## config.mk

```make
export PLATFORM = sky130hd
export DESIGN_NAME = serial_tx
export DESIGN_NICKNAME = d
export VERILOG_FILES = /design/src/rtl/serial_tx.sv
export SDC_FILE = /design/constraint.sdc
export NUM_CORES = 1
export LEC_CHECK = 0
export CORE_ASPECT_RATIO = 1.5
export CORE_MARGIN = 2
export CORE_UTILIZATION = 55
export CTS_CLUSTER_SIZE = 40
export DETAILED_ROUTE_END_ITERATION = 7
export GPL_ROUTABILITY_DRIVEN = 0
export PLACE_DENSITY = 0.79
export SLEW_MARGIN = 15
export SYNTH_ARGS = -nofsm -noshare
export SYNTH_HDL_FRONTEND = slang
export SYNTH_SLANG_ARGS = --single-unit
```

## constraint.sdc

```tcl
create_clock -name clk -period 3.7 [get_ports clk]
set_input_delay 0.925 -clock clk [delete_from_list [all_inputs] [get_ports clk]]
set_output_delay 0.925 -clock clk [all_outputs]
set_load 0.05 [all_outputs]
```

## src/rtl/serial_tx.sv

```systemverilog
// Serial transmitter: captures a parallel word on tx_start and sends it as
// start bit (0), DATA_WIDTH data bits LSB first, stop bit (1).
module serial_tx #(
  parameter int DATA_WIDTH   = 8,
  parameter int CLKS_PER_BIT = 4
) (
  input  logic                  clk,
  input  logic                  reset,
  input  logic                  tx_start,
  input  logic [DATA_WIDTH-1:0] tx_data,
  output logic                  tx_line,
  output logic                  busy,
  output logic                  done
);

  localparam int CNT_W = (CLKS_PER_BIT > 1) ? $clog2(CLKS_PER_BIT) : 1;
  localparam int IDX_W = (DATA_WIDTH > 1) ? $clog2(DATA_WIDTH) : 1;
  localparam logic [CNT_W-1:0] CNT_LAST = CNT_W'(CLKS_PER_BIT - 1);
  localparam logic [IDX_W-1:0] IDX_LAST = IDX_W'(DATA_WIDTH - 1);

  typedef enum logic [1:0] {IDLE, START, DATA, STOP} state_t;

  state_t                state_reg;
  logic [DATA_WIDTH-1:0] shift_reg;
  logic [DATA_WIDTH-1:0] shift_next;
  logic [CNT_W-1:0]      cnt_reg;
  logic [IDX_W-1:0]      idx_reg;
  logic                  bit_end;

  assign shift_next = shift_reg >> 1;
  assign bit_end    = (cnt_reg == CNT_LAST);

  always_ff @(posedge clk or posedge reset) begin
    if (reset) begin
      state_reg <= IDLE;
      shift_reg <= '0;
      cnt_reg   <= '0;
      idx_reg   <= '0;
      tx_line   <= 1'b1;
      busy      <= 1'b0;
      done      <= 1'b0;
    end else begin
      done <= 1'b0;
      case (state_reg)
        IDLE: begin
          if (tx_start) begin
            state_reg <= START;
            shift_reg <= tx_data;
            cnt_reg   <= '0;
            idx_reg   <= '0;
            busy      <= 1'b1;
            tx_line   <= 1'b0;
          end
        end
        START: begin
          if (bit_end) begin
            state_reg <= DATA;
            cnt_reg   <= '0;
            tx_line   <= shift_reg[0];
          end else begin
            cnt_reg <= cnt_reg + 1'b1;
          end
        end
        DATA: begin
          if (bit_end) begin
            cnt_reg <= '0;
            if (idx_reg == IDX_LAST) begin
              state_reg <= STOP;
              tx_line   <= 1'b1;
            end else begin
              // present the next bit on the same edge that shifts it down
              idx_reg   <= idx_reg + 1'b1;
              shift_reg <= shift_next;
              tx_line   <= shift_next[0];
            end
          end else begin
            cnt_reg <= cnt_reg + 1'b1;
          end
        end
        STOP: begin
          if (bit_end) begin
            state_reg <= IDLE;
            cnt_reg   <= '0;
            busy      <= 1'b0;
            done      <= 1'b1;
          end else begin
            cnt_reg <= cnt_reg + 1'b1;
          end
        end
        default: state_reg <= IDLE;
      endcase
    end
  end

endmodule

```

==> results of run 1 <==
cell families (layout without fill, tap and decap cells):
family,after synthesis,count (layout),share of synthesized area
AOI/OAI and AO/OA,9,9,0.0784
adders and majority gates,10,10,0.115
buffers and inverters,10,24,0.0577
muxes,21,21,0.242
and+or+nand+nor,16,16,0.0900
DFF,18,18,0.416
report_power, final:
group | total (mW) | internal, mW | switching [mW]
clock | 0.123 | 0.0600 | 0.0628
combinational | 0.602 | 0.332 | 0.270
sequential | 0.346 | 0.287 | 0.0590
worst paths after layout:
check	start	cells past startpoint	end
min in group asynchronous	reset	2	shift_reg[2]
hold reg to reg	cnt_reg[1]	2	cnt_reg[1]
hold / removal	cnt_reg[1]	2	cnt_reg[1]
max in group asynchronous	reset	2	idx_reg[2]
setup / recovery	tx_line	1	tx_line
setup reg to reg	state_reg[0]	4	shift_reg[7]
routing by layer:
metal	track usage	up-vias
li1	-	317
met1	0.231	310
met2	0.306	12
met3	0.0340	5
met4	0.0714	0
met5	0	-
metrics by stage:
stage          hold WS [ns]  std cells
6_report              0.511        119
5_1_grt               0.543        119
4_1_cts               0.513        119
3_5_place_dp          0.490        115
3_3_place_gp          0.486        115
2_1_floorplan         0.453         84
final cells by class:
cell class	count	area (µm²)
sequential	18	452
clock buffer	4	36.3
multi-input combinational	56	571
fill	145	613
timing repair buffer	13	130
tap	21	26.3
inverter	7	26.3
layout by cell type (no fill, tap or decap), types with 2 or more instances in the layout:
cell type        count
clkdlybuf4s50_1     13
mux2_4               8
ha_1                10
mux2i_1              3
o21ai_0              2
clkbuf_4             3
nand2b_1             4
dfrtp_1             17
mux2_2              10
nor2b_1              2
inv_1                7
nand2_1              4
==> summary.md, run 1 <==
| Metric | Value |
|---|---|
| Number of enable flip-flop cells after synthesis | `0` |
| H-tree levels | `1` |
| CORE AREA | `0.00185 mm²` |
| Share of cells above drive strength 1 | `0.276` |
| CP arrival | `1.62 ns` |
| Least-Margin Pin Slew | `0.793 ns` |
| Dpl hpwl | `1280 µm` |
| Area share of the largest cell type after synthesis | `0.392` |
| Critical path startpoint category | `register` |
| Initial antenna violation count | `0` |
| Hold-fix buffer count after cts | `0` |
| Final critical-path share of the clock period | `0.688` |
| Min cycle time layout | `2.55 ns` |
| Synthesized area per cell | `12.9 µm²` |
| Tot GR Track Use | `0.185` |
| Power, Total | `1.07 mW` |
| Req. time, crit path | `2.77 ns` |
| Synth Flop Type | `dfrtp_1` |
| Share of flip-flops with an asynchronous set or reset after synthesis | `1.00` |
| Routed WL | `1770 µm` |
| Placed Area | `0.00120 mm²` |
| Core Rows | `19` |
| Grt total ovfl | `0` |
| Synth-to-layout area growth | `14.4%` |
| Die X | `40.3 µm` |
| Slowest CP cell | `clkdlybuf4s50_1` |
| Post-route cell area | `0.00124 mm²` |
| Crit Path Max Fanout | `2` |
| Initial DRT Pass Iterations | `2` |
| CP cell instances | `clkdlybuf4s50_1` |
| Met3 wire len | `47 µm` |
| CP max stage delay | `0.79 ns` |
| Static leakage | `0.574 nW` |
| Clock root cell | `clkbuf_4` |
| Initial core utilization | `0.585` |
| Die area | `0.00235 mm²` |
| Worst slack, placed | `0.863 ns` |
| DR vias/cell | `5.41` |
| Reg2reg setup slack | `1.37 ns` |
| Postcts setup bufs | `0` |
| Drt wl/cell | `14.9 µm` |
| Port-buffer cells | `13` |
| Vias in the first global route | `656` |
| Max Used Layer | `met4` |
| VDD IR max | `0.000535 V` |
| Synth area leader | `dfrtp_1` |
| Family with the most delay on the worst path | `buffers and inverters` |
| Synth Register Bits | `18` |
| Latest clock arrival within the worst-skew pair | `0.29 ns` |
| Nets | `120` |
| Post-synth cell types | `27` |
| Status | `completed` |
| Pin count of the biggest net entering global routing | `19` |
| Top-count cell post-synth | `dfrtp_1` |
| HP Class | `register to register` |
| Sequential cell area fraction in the yosys report | `0.416` |
| Cell Area, Synth | `0.00108 mm²` |
| Num CTS Buffers | `3` |
| DR DRC count | `0` |
| First-pass GRT wire length | `2940 µm` |
| Mapped Nets | `105` |
| Fin util | `0.669` |
| Max Root-Sink Buffers | `2` |
| Number of gates resized after CTS | `0` |
| Clock Skew | `0.00109 ns` |
| Power Density | `863 mW/mm²` |
| Final Hold Fails | `0` |
| CP Class | `register to primary output` |
| DR vias | `644` |
| Endpoints failing setup | `0` |
| I/O pins | `14` |
| Worst Path Buf+Inv | `1` |
| Synth Instances | `84` |
| Max-slew violations | `0` |
| Critical Path End Type | `primary output` |
| Fmax | `393 MHz` |
| Normalized max-slew margin | `0.471` |
| Final setup margin | `1.15 ns` |
| Most frequent cells after synthesis | `dfrtp_1, ha_1, mux2_2` |
| Syn. warnings | `0` |
| Die height | `58.4 µm` |
| Metal1 wirelength | `815 µm` |
| CTS tree | `built` |
| Metal2 WL | `876 µm` |
| RSZ-0062 raised after global routing | `false` |
| CTS sink count | `18` |
| Initial DRC Count | `5` |
| ANT nets after route | `0` |
| Top cells by area, synth | `dfrtp_1, ha_1, mux2_4, mux2_2, mux2i_1` |
| Max_cap viols | `0` |
| Setup_tns | `0 ns` |
| CTS clk-pin slew, worst paths | `0.10 ns` |
| Number of flip-flops in the largest register | `8` |
| Ant diodes | `0` |
(Power assumes the default switching activity.)
==> inputs of run 2 (changes only) <==
--- a/config.mk
+++ b/config.mk
@@ -7,11 +7,11 @@
 export LEC_CHECK = 0
 export CORE_ASPECT_RATIO = 1.5
 export CORE_MARGIN = 2
-export CORE_UTILIZATION = 55
+export CORE_UTILIZATION = 48
 export CTS_CLUSTER_SIZE = 40
 export DETAILED_ROUTE_END_ITERATION = 7
 export GPL_ROUTABILITY_DRIVEN = 0
-export PLACE_DENSITY = 0.79
+export PLACE_DENSITY = 0.74
 export SLEW_MARGIN = 15
 export SYNTH_ARGS = -nofsm -noshare
 export SYNTH_HDL_FRONTEND = slang
==> constraint.sdc (replaced) <==
create_clock -name clk -period 2.3 [get_ports clk]
set_input_delay 0.575 -clock clk [delete_from_list [all_inputs] [get_ports clk]]
set_output_delay 0.575 -clock clk [all_outputs]
set_load 0.05 [all_outputs]
==> run 2 against run 1 <==
First-iteration DRC count down 40%. Critical endpoint unchanged. Final cell count increased by 2.5%. Highest routed layer unchanged. Total power is 64% higher. Core utilization decreased by 9.0 points. Setup slack got worse by 1.1 ns. Largest power group unchanged.
==> summary.md, run 2 (synthesis gave the netlist of run 1 again) <==
| Metric | Value |
|---|---|
| Crit Path Max Fanout | `2` |
| Final critical-path share of the clock period | `0.958` |
| Share of cells above drive strength 1 | `0.283` |
| Ant diodes | `0` |
| ANT nets after route | `0` |
| Slowest CP cell | `clkdlybuf4s50_1` |
| Final Hold Fails | `0` |
| Nets | `121` |
| Core Rows | `21` |
| Static leakage | `0.583 nW` |
| Placed Area | `0.00123 mm²` |
| Number of flip-flops in the largest register | `8` |
| Critical path startpoint category | `register` |
| GR Util met1 | `0.193` |
| Hold-fix buffer count after cts | `0` |
| Hold Crit Depth | `1` |
| Clock root cell | `clkbuf_4` |
| GRT met2 Usage | `0.229` |
| HP Class | `register to register` |
| Req. time, crit path | `1.73 ns` |
| Routed WL | `1620 µm` |
| VDD IR max | `0.000581 V` |
| Gr busiest metal | `met2` |
| Max Root-Sink Buffers | `2` |
| Pin count of the biggest net entering global routing | `19` |
| Power Density | `1390 mW/mm²` |
| CP Class | `register to primary output` |
| Family with the most delay on the worst path | `buffers and inverters` |
| Number of gates resized after CTS | `0` |
| CTS tree | `built` |
| Endpoints failing setup | `0` |
| Tot GR Track Use | `0.149` |
| DR vias | `657` |
| Worst Path Buf+Inv | `1` |
| Normalized max-slew margin | `0.548` |
| Grt total ovfl | `0` |
| Initial core utilization | `0.497` |
| Port-buffer cells | `13` |
| Register area | `452 µm²` |
| Setup_tns | `0 ns` |
| Commonest non-fill, non-tap cell in the layout | `dfrtp_1` |
| Initial DRC Count | `3` |
| M3 GR Usage | `0.0262` |
| Post-route cell area | `0.00126 mm²` |
| Synth-to-layout area growth | `16.5%` |
| Clk pwr share | `0.110` |
| CP cell instances | `clkdlybuf4s50_1` |
| CP max stage delay | `0.79 ns` |
| Final setup margin | `0.0957 ns` |
| Initial antenna violation count | `0` |
| Reg2reg path depth | `5` |
| Die area | `0.00266 mm²` |
| CORE AREA | `0.00218 mm²` |
| First-pass GRT wire length | `3050 µm` |
| Initial DRT Pass Iterations | `4` |
| Vias in the first global route | `704` |
| Sw Share | `0.352` |
| Filler cells | `170` |
| Postcts setup bufs | `0` |
| Combinational Power Share | `0.574` |
| I/O pins | `14` |
| Least-Margin Pin Slew | `0.678 ns` |
| CTS sink count | `18` |
| Die X | `42.8 µm` |
| Worst slack, placed | `0.119 ns` |
| RSZ-0062 raised after global routing | `false` |
| Total stage count of the critical path | `1` |
| Critical Path End Type | `primary output` |
| H-tree levels | `1` |
| Seq pwr share | `0.316` |
| Max-slew violations | `0` |
| Latest clock arrival within the worst-skew pair | `0.29 ns` |
| Num CTS Buffers | `3` |
| Die height | `62.2 µm` |
| DR DRC count | `0` |
| CTS clk-pin slew, worst paths | `0.10 ns` |
| Fmax | `454 MHz` |
| CP arrival | `1.63 ns` |
| Dpl hpwl | `1220 µm` |
| Clock Skew | `0.00309 ns` |
| P_sw | `0.617 mW` |
| Most frequent cells in the layout | `dfrtp_1, clkdlybuf4s50_1, mux2_2, ha_1, mux2_4` |
| Int Power | `1.14 mW` |
| Multi-input logic area | `571 µm²` |
| Status | `completed` |
| Drt wl/cell | `13.3 µm` |
| Min cycle time layout | `2.20 ns` |
| Max_cap viols | `0` |
| DR vias/cell | `5.39` |
==> run 2: cell count changes in the layout (fill, tap and decap cells not counted) <==
cell | previous run | this run
buf_12 | 0 | 1
==> run 2: per-layer routing <==
metal | wire length (µm) | up-vias
li1 | - | 317
met1 | 707 | 326
met2 | 822 | 9
met3 | 44 | 5
met4 | 45 | 0
met5 | 0 | -
==> run 2: path summary, 6_finish.rpt <==
| path | startpoint | endpoint | slack (ns) |
|---|---|---|---|
| worst max-delay path | tx_line | tx_line | 0.1 |
| worst min-delay path | shift_reg[0] | shift_reg[0] | 0.52 |
| worst max register to register | state_reg[0] | shift_reg[7] | 0.35 |
| worst min register to register | shift_reg[0] | shift_reg[0] | 0.52 |
| max in group asynchronous | reset | cnt_reg[0] | 1.20 |
| min in group asynchronous | reset | shift_reg[1] | 0.67 |
==> run 2: layout make-up <==
class                   instances  area share
multi-input cells              56       0.451
flip-flops and latches         18       0.357
repair buffers                 14       0.119
clock buffers                   4      0.0287
well taps                      23      0.0228
inverters                       7      0.0208
==> run 2: worst reg2reg max path, delay by kind of cell (launching register included) <==
kind	cells	cell delay, ns
flip-flops	1	0.41
multiplexers	1	0.33
AO/OA/AOI/OAI	1	0.38
adder cells (fa/ha/maj)	1	0.42
buffers and inverters	2	0.31
==> run 2: per-stage QoR <==
stage | power (mW) | util | std cells | hold WS [ns]
after floorplan | 1.42 | - | 84 | 0.453
after global routing | 1.92 | 0.579 | 122 | 0.548
after global placement | 1.55 | 0.563 | 118 | 0.481
after CTS | 1.78 | 0.579 | 122 | 0.523
final | 1.75 | 0.579 | 122 | 0.523
after detailed placement | 1.58 | 0.563 | 118 | 0.492
==> run 2: power groups by stage <==
stage	clock network [mW]	logic, mW	registers (mW)
after global routing	0.219	1.12	0.576
after floorplan	0	0.848	0.573
after detailed placement	0	1.02	0.562
after CTS	0.200	1.02	0.556
after global placement	0	1.00	0.553
final	0.193	1.01	0.555
